`config.mk`:
```
export PLATFORM = sky130hd
export DESIGN_NAME = instruction_fetch
export DESIGN_NICKNAME = d
export VERILOG_FILES = /design/src/rtl/instruction_fetch.sv
export SDC_FILE = /design/constraint.sdc
export NUM_CORES = 1
export LEC_CHECK = 0
export CAP_MARGIN = 20
export CELL_PAD_IN_SITES_DETAIL_PLACEMENT = 1
export CELL_PAD_IN_SITES_GLOBAL_PLACEMENT = 1
export CORE_ASPECT_RATIO = 0.75
export CORE_MARGIN = 3
export CORE_UTILIZATION = 30
export DETAILED_ROUTE_END_ITERATION = 12
export GPL_TIMING_DRIVEN = 0
export PLACE_DENSITY_LB_ADDON = 0.1
export REMOVE_ABC_BUFFERS = 1
export SLEW_MARGIN = 20
export SYNTH_ARGS = -nofsm -noshare
export SYNTH_HDL_FRONTEND = slang
export SYNTH_SLANG_ARGS = --single-unit
```
`constraint.sdc`:
```
create_clock -name clk -period 1.95 [get_ports clk]
set_input_delay 0.2925 -clock clk [delete_from_list [all_inputs] [get_ports clk]]
set_output_delay 0.2925 -clock clk [all_outputs]
set_load 0.05 [all_outputs]
```
`src/rtl/instruction_fetch.sv`:
```
// -----------------------------------------------------------------------------
// instruction_fetch
//
// Purpose:
//   Fetch stage between the program counter, the instruction memory and the
//   decode stage. It issues one memory request per instruction, captures the
//   returned word, presents it to decode with a valid/ready handshake and
//   tells the program counter when to advance. Branch and jump redirects from
//   execute cancel the in-flight or pending instruction; a memory request
//   that is already outstanding is held until acknowledged and its data is
//   thrown away.
//
// Ports:
//   clk          in   1   rising-edge clock
//   reset        in   1   asynchronous, active-low reset
//   pc_in        in  16   current PC from the program counter
//   pc_control   out  2   PC command: 00 hold, 01 increment, 10 branch, 11 jump
//   branch_req   in   1   branch redirect from execute
//   jump_req     in   1   jump redirect from execute
//   imem_req     out  1   instruction memory request
//   imem_addr    out 16   instruction memory address
//   imem_ack     in   1   memory response valid (zero or more cycles latency)
//   imem_rdata   in  16   instruction word, valid with imem_ack
//   instr_out    out 16   fetched instruction to decode
//   instr_pc     out 16   address of instr_out
//   instr_valid  out  1   instr_out / instr_pc valid
//   instr_ready  in   1   decode accepts the instruction
// -----------------------------------------------------------------------------
module instruction_fetch (
  input  logic        clk,
  input  logic        reset,
  input  logic [15:0] pc_in,
  output logic [1:0]  pc_control,
  input  logic        branch_req,
  input  logic        jump_req,
  output logic        imem_req,
  output logic [15:0] imem_addr,
  input  logic        imem_ack,
  input  logic [15:0] imem_rdata,
  output logic [15:0] instr_out,
  output logic [15:0] instr_pc,
  output logic        instr_valid,
  input  logic        instr_ready
);

  // ---------------------------------------------------------------------------
  // State encoding and PC commands
  // ---------------------------------------------------------------------------
  localparam logic [1:0] ST_IDLE  = 2'd0;  // out of reset, no request
  localparam logic [1:0] ST_FETCH = 2'd1;  // request at pc_in outstanding
  localparam logic [1:0] ST_HOLD  = 2'd2;  // instruction presented to decode
  localparam logic [1:0] ST_DROP  = 2'd3;  // waiting out a cancelled request

  localparam logic [1:0] PC_HOLD   = 2'b00;
  localparam logic [1:0] PC_INC    = 2'b01;
  localparam logic [1:0] PC_BRANCH = 2'b10;
  localparam logic [1:0] PC_JUMP   = 2'b11;

  // ---------------------------------------------------------------------------
  // Registers
  // ---------------------------------------------------------------------------
  logic [1:0]  r_state;
  logic [15:0] r_addr_q;       // address of the request issued last cycle
  logic [15:0] r_instr_out;
  logic [15:0] r_instr_pc;
  logic        r_instr_valid;

  // ---------------------------------------------------------------------------
  // Decoded conditions
  // ---------------------------------------------------------------------------
  logic       w_in_fetch;
  logic       w_in_hold;
  logic       w_in_drop;
  logic       w_redirect;
  logic       w_accept;       // a returned word becomes a valid instruction
  logic       w_release;      // the presented instruction leaves this stage
  logic [1:0] w_state_nxt;

  assign w_in_fetch = (r_state == ST_FETCH);
  assign w_in_hold  = (r_state == ST_HOLD);
  assign w_in_drop  = (r_state == ST_DROP);
  assign w_redirect = branch_req | jump_req;

  // Data returned in the same cycle as a redirect belongs to the abandoned
  // path, so it is never accepted.
  assign w_accept   = w_in_fetch & imem_ack & ~w_redirect;

  // Any redirect kills a presented instruction; a redirect together with
  // instr_ready in HOLD counts as taken by decode, which ends the same way.
  assign w_release  = w_redirect | (w_in_hold & instr_ready);

  // ---------------------------------------------------------------------------
  // Memory interface
  // ---------------------------------------------------------------------------
  // The request follows the registered state only, so an asserted reset
  // drops it at once without waiting for an acknowledge.
  assign imem_req  = w_in_fetch | w_in_drop;

  // FETCH tracks the live PC (held stable by pc_control = 00 until the ack).
  // DROP must keep the original address because the PC has already moved to
  // the redirect target while the old request is still open.
  assign imem_addr = w_in_drop ? r_addr_q : pc_in;

  // ---------------------------------------------------------------------------
  // Program counter command
  // ---------------------------------------------------------------------------
  // NOTE: every signal assigned in always_comb gets a default at the top;
  // a path that leaves it unassigned would infer a latch.
  always_comb begin
    pc_control = PC_HOLD;
    if (!reset) begin
      pc_control = PC_HOLD;
    end else if (jump_req) begin
      pc_control = PC_JUMP;
    end else if (branch_req) begin
      pc_control = PC_BRANCH;
    end else if (w_accept) begin
      pc_control = PC_INC;
    end
  end

  // ---------------------------------------------------------------------------
  // Next-state logic
  // ---------------------------------------------------------------------------
  always_comb begin
    w_state_nxt = r_state;
    case (r_state)
      ST_IDLE: begin
        w_state_nxt = ST_FETCH;
      end

      ST_FETCH: begin
        if (w_redirect) begin
          // With the ack in hand the old request is closed and fetching can
          // restart at the target; otherwise the request must be waited out.
          w_state_nxt = imem_ack ? ST_FETCH : ST_DROP;
        end else if (imem_ack) begin
          w_state_nxt = ST_HOLD;
        end
      end

      ST_HOLD: begin
        if (w_release) begin
          w_state_nxt = ST_FETCH;
        end
      end

      ST_DROP: begin
        // Further redirects only steer the PC; the open request still has
        // to complete before a new one may be issued.
        if (imem_ack) begin
          w_state_nxt = ST_FETCH;
        end
      end

      default: begin
        w_state_nxt = ST_IDLE;
      end
    endcase
  end

  // ---------------------------------------------------------------------------
  // State and address capture
  // ---------------------------------------------------------------------------
  // NOTE: sequential state is written with non-blocking assignments so every
  // register samples the values from before the clock edge.
  always_ff @(posedge clk or negedge reset) begin
    if (!reset) begin
      r_state  <= ST_IDLE;
      r_addr_q <= 16'h0000;
    end else begin
      r_state <= w_state_nxt;
      if (w_in_fetch) begin
        r_addr_q <= pc_in;
      end
    end
  end

  // ---------------------------------------------------------------------------
  // Decode-side output register
  // ---------------------------------------------------------------------------
  // instr_out / instr_pc load only on an accepted word, so they stay frozen
  // while decode stalls. pc_in is passed through untouched; wrap-around is the
  // program counter's business.
  always_ff @(posedge clk or negedge reset) begin
    if (!reset) begin
      r_instr_out   <= 16'h0000;
      r_instr_pc    <= 16'h0000;
      r_instr_valid <= 1'b0;
    end else begin
      if (w_accept) begin
        r_instr_out   <= imem_rdata;
        r_instr_pc    <= pc_in;
        r_instr_valid <= 1'b1;
      end else if (w_release) begin
        r_instr_valid <= 1'b0;
      end
    end
  end

  assign instr_out   = r_instr_out;
  assign instr_pc    = r_instr_pc;
  assign instr_valid = r_instr_valid;

endmodule

```
==> run metrics, run 1 <==
run status=finished with violations; violated checks=hold timing; number of buffers on the longest clock path=2; Seq/Total Area, Yosys=0.570; kind of critical path=primary input to output port; placeable core region=7030 um^2; slowest library cell on the worst path=sky130_fd_sc_hd__clkdlybuf4s50_1; number of enable-type register cells in the synthesized netlist=0; setup-violating endpoint count in the final report=0; Via density=4.52; number of buffers added by the clock tree synthesis step=5; DIE AREA=8540 um^2; worst-case vdd ir drop=0.000555 V; leakage power summed over all cells=1.46 nW; clock transition time at the flip-flop clock pins of the worst setup and hold paths=90 ps; Initial DRT Pass Iterations=4; endpoints failing hold=51; launching element type of the critical path=primary input; via count of the first global-routing pass=1,758; total via count after detailed routing=1,653; FFs w/ async S/R, synth=1.00; final-report max-slew violation count=0; minimum clock period=1920 ps; Slew Limit Headroom=0.558; number of buffers added on ports=89; crit path capture type=output port; # nets final=305; count of antenna diodes in the layout=0; post-synth design cell area=2240 um^2; depth of the worst register-to-register path=4; most instantiated library cell after synthesis=sky130_fd_sc_hd__nand2_1; largest net degree at the start of global routing=54; cells after synthesis=178; ratio of cells with drive above 1 in the final layout=0.313; mean routed wirelength per cell=15.5 um; maximum single-stage delay on the critical path=610 ps; root buffer cell=sky130_fd_sc_hd__clkbuf_8; effective utilization at floorplan=0.319; post-synthesis cell type with the largest combined area=sky130_fd_sc_hd__dfrtp_1; all-layer global routing usage=0.139; data required time at the worst endpoint=1660 ps; number of placed instances, taps included=355; initial antenna violation count=0; post-synthesis cell type count=20; worst hold slack across all endpoints=-73.1 ps; die boundary width=106 um; most used standard cells in the synthesized netlist=sky130_fd_sc_hd__nand2_1 (52), sky130_fd_sc_hd__dfrtp_1 (51), sky130_fd_sc_hd__mux2_2 (40); maxcap violations=0; Die Height=80.8 um; worst clock skew=8.57 ps; count of yosys warnings during synthesis=0; area share of the leading cell type in the synthesized netlist=0.570; endpoint arrival time on the critical path=1620 ps; antenna-violating nets left=0; unrepaired setup endpoints after global routing=no; CTS tree=done; actual transition at the worst max-transition pin=663 ps; final period utilization=0.982; Max Fclk=522 MHz; mean instance size in the synthesized netlist=12.6 um^2; most common flop cell mapped by yosys=sky130_fd_sc_hd__dfrtp_1; wire length after detailed routing=5670 um; total power density per cell area=1380 nW/um^2; GP Congestion=0.692; placed wire-length estimate after detailed placement=3840 um; CTS H-tree lvls=2; cell breakdown of the critical path=clkdlybuf4s50_1 -> nor2_4 -> nor2b_1 -> dlygate4sd2_1; worst-skew pair later-pin latency=300 ps; number of primary I/O pins=90; largest cells by area after synthesis=sky130_fd_sc_hd__dfrtp_1 (57%), sky130_fd_sc_hd__mux2_2 (20%), sky130_fd_sc_hd__nand2_1 (8.7%), sky130_fd_sc_hd__mux2_4 (5.4%), sky130_fd_sc_hd__buf_6 (1.5%); number of buffers added to fix hold violations after cts=0; non-filler cells, final=366; first-iteration detailed-routing DRC count=31; Worst Hold Class=primary input to async pin; synthesis-to-layout area growth=46.6%; total placed instance area=3180 um^2; row count=26; global-route wire length before repair=9380 um; count of state elements after synthesis=51; Post-Layout Inst Area=3280 um^2; number of DRC violations after detailed routing=0; fillcell total=784; global route overflow=0; CTS Sinks=51; biggest fanout along the worst timing path=5
path summary, 6_finish.rpt:
path,startpoint,to,slack [ps]
setup reg to reg,r_state[0],instr_pc[10],260
hold / removal,reset,instr_out[14],-70
hold reg to reg,r_addr_q[8],r_addr_q[8],490
max in group asynchronous,reset,r_state[0],1650
min in group clk,r_addr_q[8],r_addr_q[8],490
setup / recovery,jump_req,pc_control[1],30
power breakdown:
part           leakage [nW]  switching (mW)  internal (mW)
combinational         0.784            1.39          0.765
clock                0.0644           0.363          0.512
sequential            0.615           0.156           1.34
total                  1.46            1.91           2.62
placed cells by master (no fill, tap or decap), drive strengths merged, types with 2 or more instances in the layout:
cell type / n
o21ai: 3
dlygate4sd2: 2
buf: 19
clkdlybuf4s50: 69
nor2b: 4
nand2: 53
bufinv: 2
mux2: 48
clkbuf: 6
nor2: 2
dfrtp: 51
registers in the layout, indices dropped and copies added (netlist names):
name         flops
r_state          2
r_addr_q        16
instr_out       16
instr_valid      1
instr_pc        16
cell type report:
class / count / area [um^2] / area share
repair buffers: 91 / 822 / 0.250
flip-flops and latches: 51 / 1280 / 0.390
well taps: 98 / 123 / 0.0374
multi-input cells: 118 / 922 / 0.281
clock buffers: 5 / 68.8 / 0.0210
clock inverters: 3 / 67.6 / 0.0206
worst max-delay path, delay by kind of cell:
| family | cells | cell delay (ps) |
|---|---|---|
| and+or+nand+nor | 2 | 190 |
| buffers and inverters | 2 | 1140 |
what timing repair did:
item,in CTS,in global routing
endpoints found under the hold margin,0,51
setup buffers,2,0
pin swaps,2,0
endpoints found under the setup margin,44,2
resized for setup,95,2
gates cloned,1,0
routing by layer:
metal	vias to the layer above	GRT usage	wire length, um
li1	776	-	-
met1	828	0.188	2660
met2	44	0.230	2660
met3	5	0.0397	329
met4	0	0.0194	24
met5	-	0	0
cell families (layout without fill, tap and decap cells):
kind of cell,Yosys count,in the layout,synth area share
mux,48,48,0.255
compound gates,6,6,0.0173
simple gates,63,64,0.125
flops,51,51,0.570
buf+inv,10,99,0.0330
metrics by stage:
stage                     setup WS (ps)  hold slack, ps   util  total power, mW  TNS [ps]
after floorplan                    -306           -3.09      -             2.95     -1030
after global placement            -2040             455  0.452             3.72    -75240
after global routing              0.412           -50.5  0.467             4.76         0
after detailed placement           -867             379  0.452             3.75    -13990
final                              34.7           -73.1  0.467             4.52         0
after CTS                          34.4            43.5  0.466             4.61         0
Note: power is estimated with default switching activity, not from simulation.
==> inputs of run 2 (changes only) <==
CORE_UTILIZATION = 33   (was 30)
SLEW_MARGIN = unset   (was 20)
==> run metrics, run 2 (synthesized netlist as in run 1, its figures left out) <==
run status=finished with violations; violated checks=hold timing; maxcap violations=0; DIE AREA=7820 um^2; unrepaired setup endpoints after global routing=no; leakage power summed over all cells=1.45 nW; placed wire-length estimate after detailed placement=4110 um; worst hold slack across all endpoints=-5.16 ps; Initial DRT Pass Iterations=3; number of primary I/O pins=90; cell breakdown of the critical path=clkdlybuf4s50_1 -> nor2_4 -> nor2b_1 -> dlygate4sd2_1; crit path capture type=output port; met1 capacity usage during global routing=0.201; Die Height=77.3 um; minimum setup slack after placement=-868 ps; # nets final=307; endpoint arrival time on the critical path=1610 ps; die boundary width=101 um; logic depth of the worst path, buffers included=4; number of placed instances, taps included=339; placeable core region=6440 um^2; worst clock skew=5.56 ps; slowest library cell on the worst path=sky130_fd_sc_hd__clkdlybuf4s50_1; met2 Use GR=0.276; total buffers and inverters traversed by the critical path=2; post-route core utilization=0.501; row count=25; Slew Limit Headroom=0.401; number of buffers on the longest clock path=2; final-report max-slew violation count=0; via count of the first global-routing pass=1,761; data required time at the worst endpoint=1660 ps; maximum single-stage delay on the critical path=600 ps; setup-violating endpoint count in the final report=0; leading cell types in the layout, fill and taps excluded=sky130_fd_sc_hd__clkdlybuf4s50_1 (69), sky130_fd_sc_hd__nand2_1 (51), sky130_fd_sc_hd__dfrtp_1 (49); GP Congestion=0.685; non-filler cells, final=351; mean routed wirelength per cell=16.8 um; effective utilization at floorplan=0.347; total via count after detailed routing=1,635; worst-case vdd ir drop=0.000614 V; busiest layer in global routing=met2; final period utilization=0.977; ratio of cells with drive above 1 in the final layout=0.307; antenna-violating nets left=0; global-route wire length before repair=9650 um; initial antenna violation count=0; count of antenna diodes in the layout=0; global route overflow=0; clock transition time at the flip-flop clock pins of the worst setup and hold paths=90 ps; minimum clock period=1900 ps; total power density per cell area=1320 nW/um^2; Worst Hold Class=primary input to async pin; all-layer global routing usage=0.159; CP delay by family, top=buffers and inverters; worst-skew pair later-pin latency=300 ps; number of buffers added on ports=89; number of DRC violations after detailed routing=0; largest net degree at the start of global routing=33; wire length after detailed routing=5910 um; CTS Sinks=51; number of buffers added by the clock tree synthesis step=5; Max Fclk=525 MHz; kind of critical path=primary input to output port; launching element type of the critical path=primary input; CTS tree=done; root buffer cell=sky130_fd_sc_hd__clkbuf_8; Via density=4.66; global-route met3 utilization=0.0409; CTS H-tree lvls=2; commonest non-fill, non-tap cell in the layout=sky130_fd_sc_hd__clkdlybuf4s50_1; first-iteration detailed-routing DRC count=30; synthesis-to-layout area growth=44.3%; actual transition at the worst max-transition pin=896 ps; endpoints failing hold=3; post-layout worst setup margin=45.0 ps; biggest fanout along the worst timing path=5; depth of the worst register-to-register path=4
[run 2: stage by stage]
stage	TNS [ps]	power (mW)	area, um^2
after floorplan	-1030	2.95	2160
after global routing	0	4.47	3230
after global placement	-75690	3.72	3160
after CTS	0	4.32	3230
final	0	4.25	3230
after detailed placement	-15550	3.76	3170
[run 2: worst paths after layout]
kind / startpoint / end / slack, ps
worst max-delay path: jump_req / pc_control[1] / 50
max in group asynchronous: reset / r_state[1] / 600
worst max register to register: r_state[0] / instr_pc[15] / 230
min in group clk: r_addr_q[7] / r_addr_q[7] / 480
worst min register to register: r_addr_q[7] / r_addr_q[7] / 480
worst min-delay path: reset / instr_pc[0] / -5
[run 2: routing by layer]
layer,vias up,part of all wire
met4,0,0.0076
met5,-,0
met3,5,0.055
met1,817,0.43
met2,38,0.51
li1,775,-
[run 2: power breakdown]
group | leakage [nW] | internal (mW) | switching, mW
Clock | 0.0422 | 0.253 | 0.344
Sequential | 0.615 | 1.34 | 0.148
Combinational | 0.796 | 0.769 | 1.40
Total | 1.45 | 2.36 | 1.89
[run 2: final cells by class]
cell class	instances	area, um^2
fill	713	3210
tap	81	101
sequential	51	1280
timing repair buffer	93	846
clock buffer	7	76.3
multi-input combinational	118	922
clock inverter	1	5.00
[run 2: what timing repair did]
| action | CTS | global route |
|---|---|---|
| resized for setup | 95 | 1 |
| pin swaps | 2 | 0 |
| hold buffers | 1 | 0 |
| cloned | 1 | 0 |
| buffers inserted | 2 | 0 |
| endpoints found under the hold margin | 19 | 0 |
| endpoints found under the setup margin | 44 | 1 |
[run 2: worst register-to-register path, stage by stage, from the launching register on]
cell and delay (ps):
sky130_fd_sc_hd__dfrtp_2 510, sky130_fd_sc_hd__nor2b_4 200, sky130_fd_sc_hd__buf_4 240, sky130_fd_sc_hd__nand3_4 280
sky130_fd_sc_hd__mux2_2 370
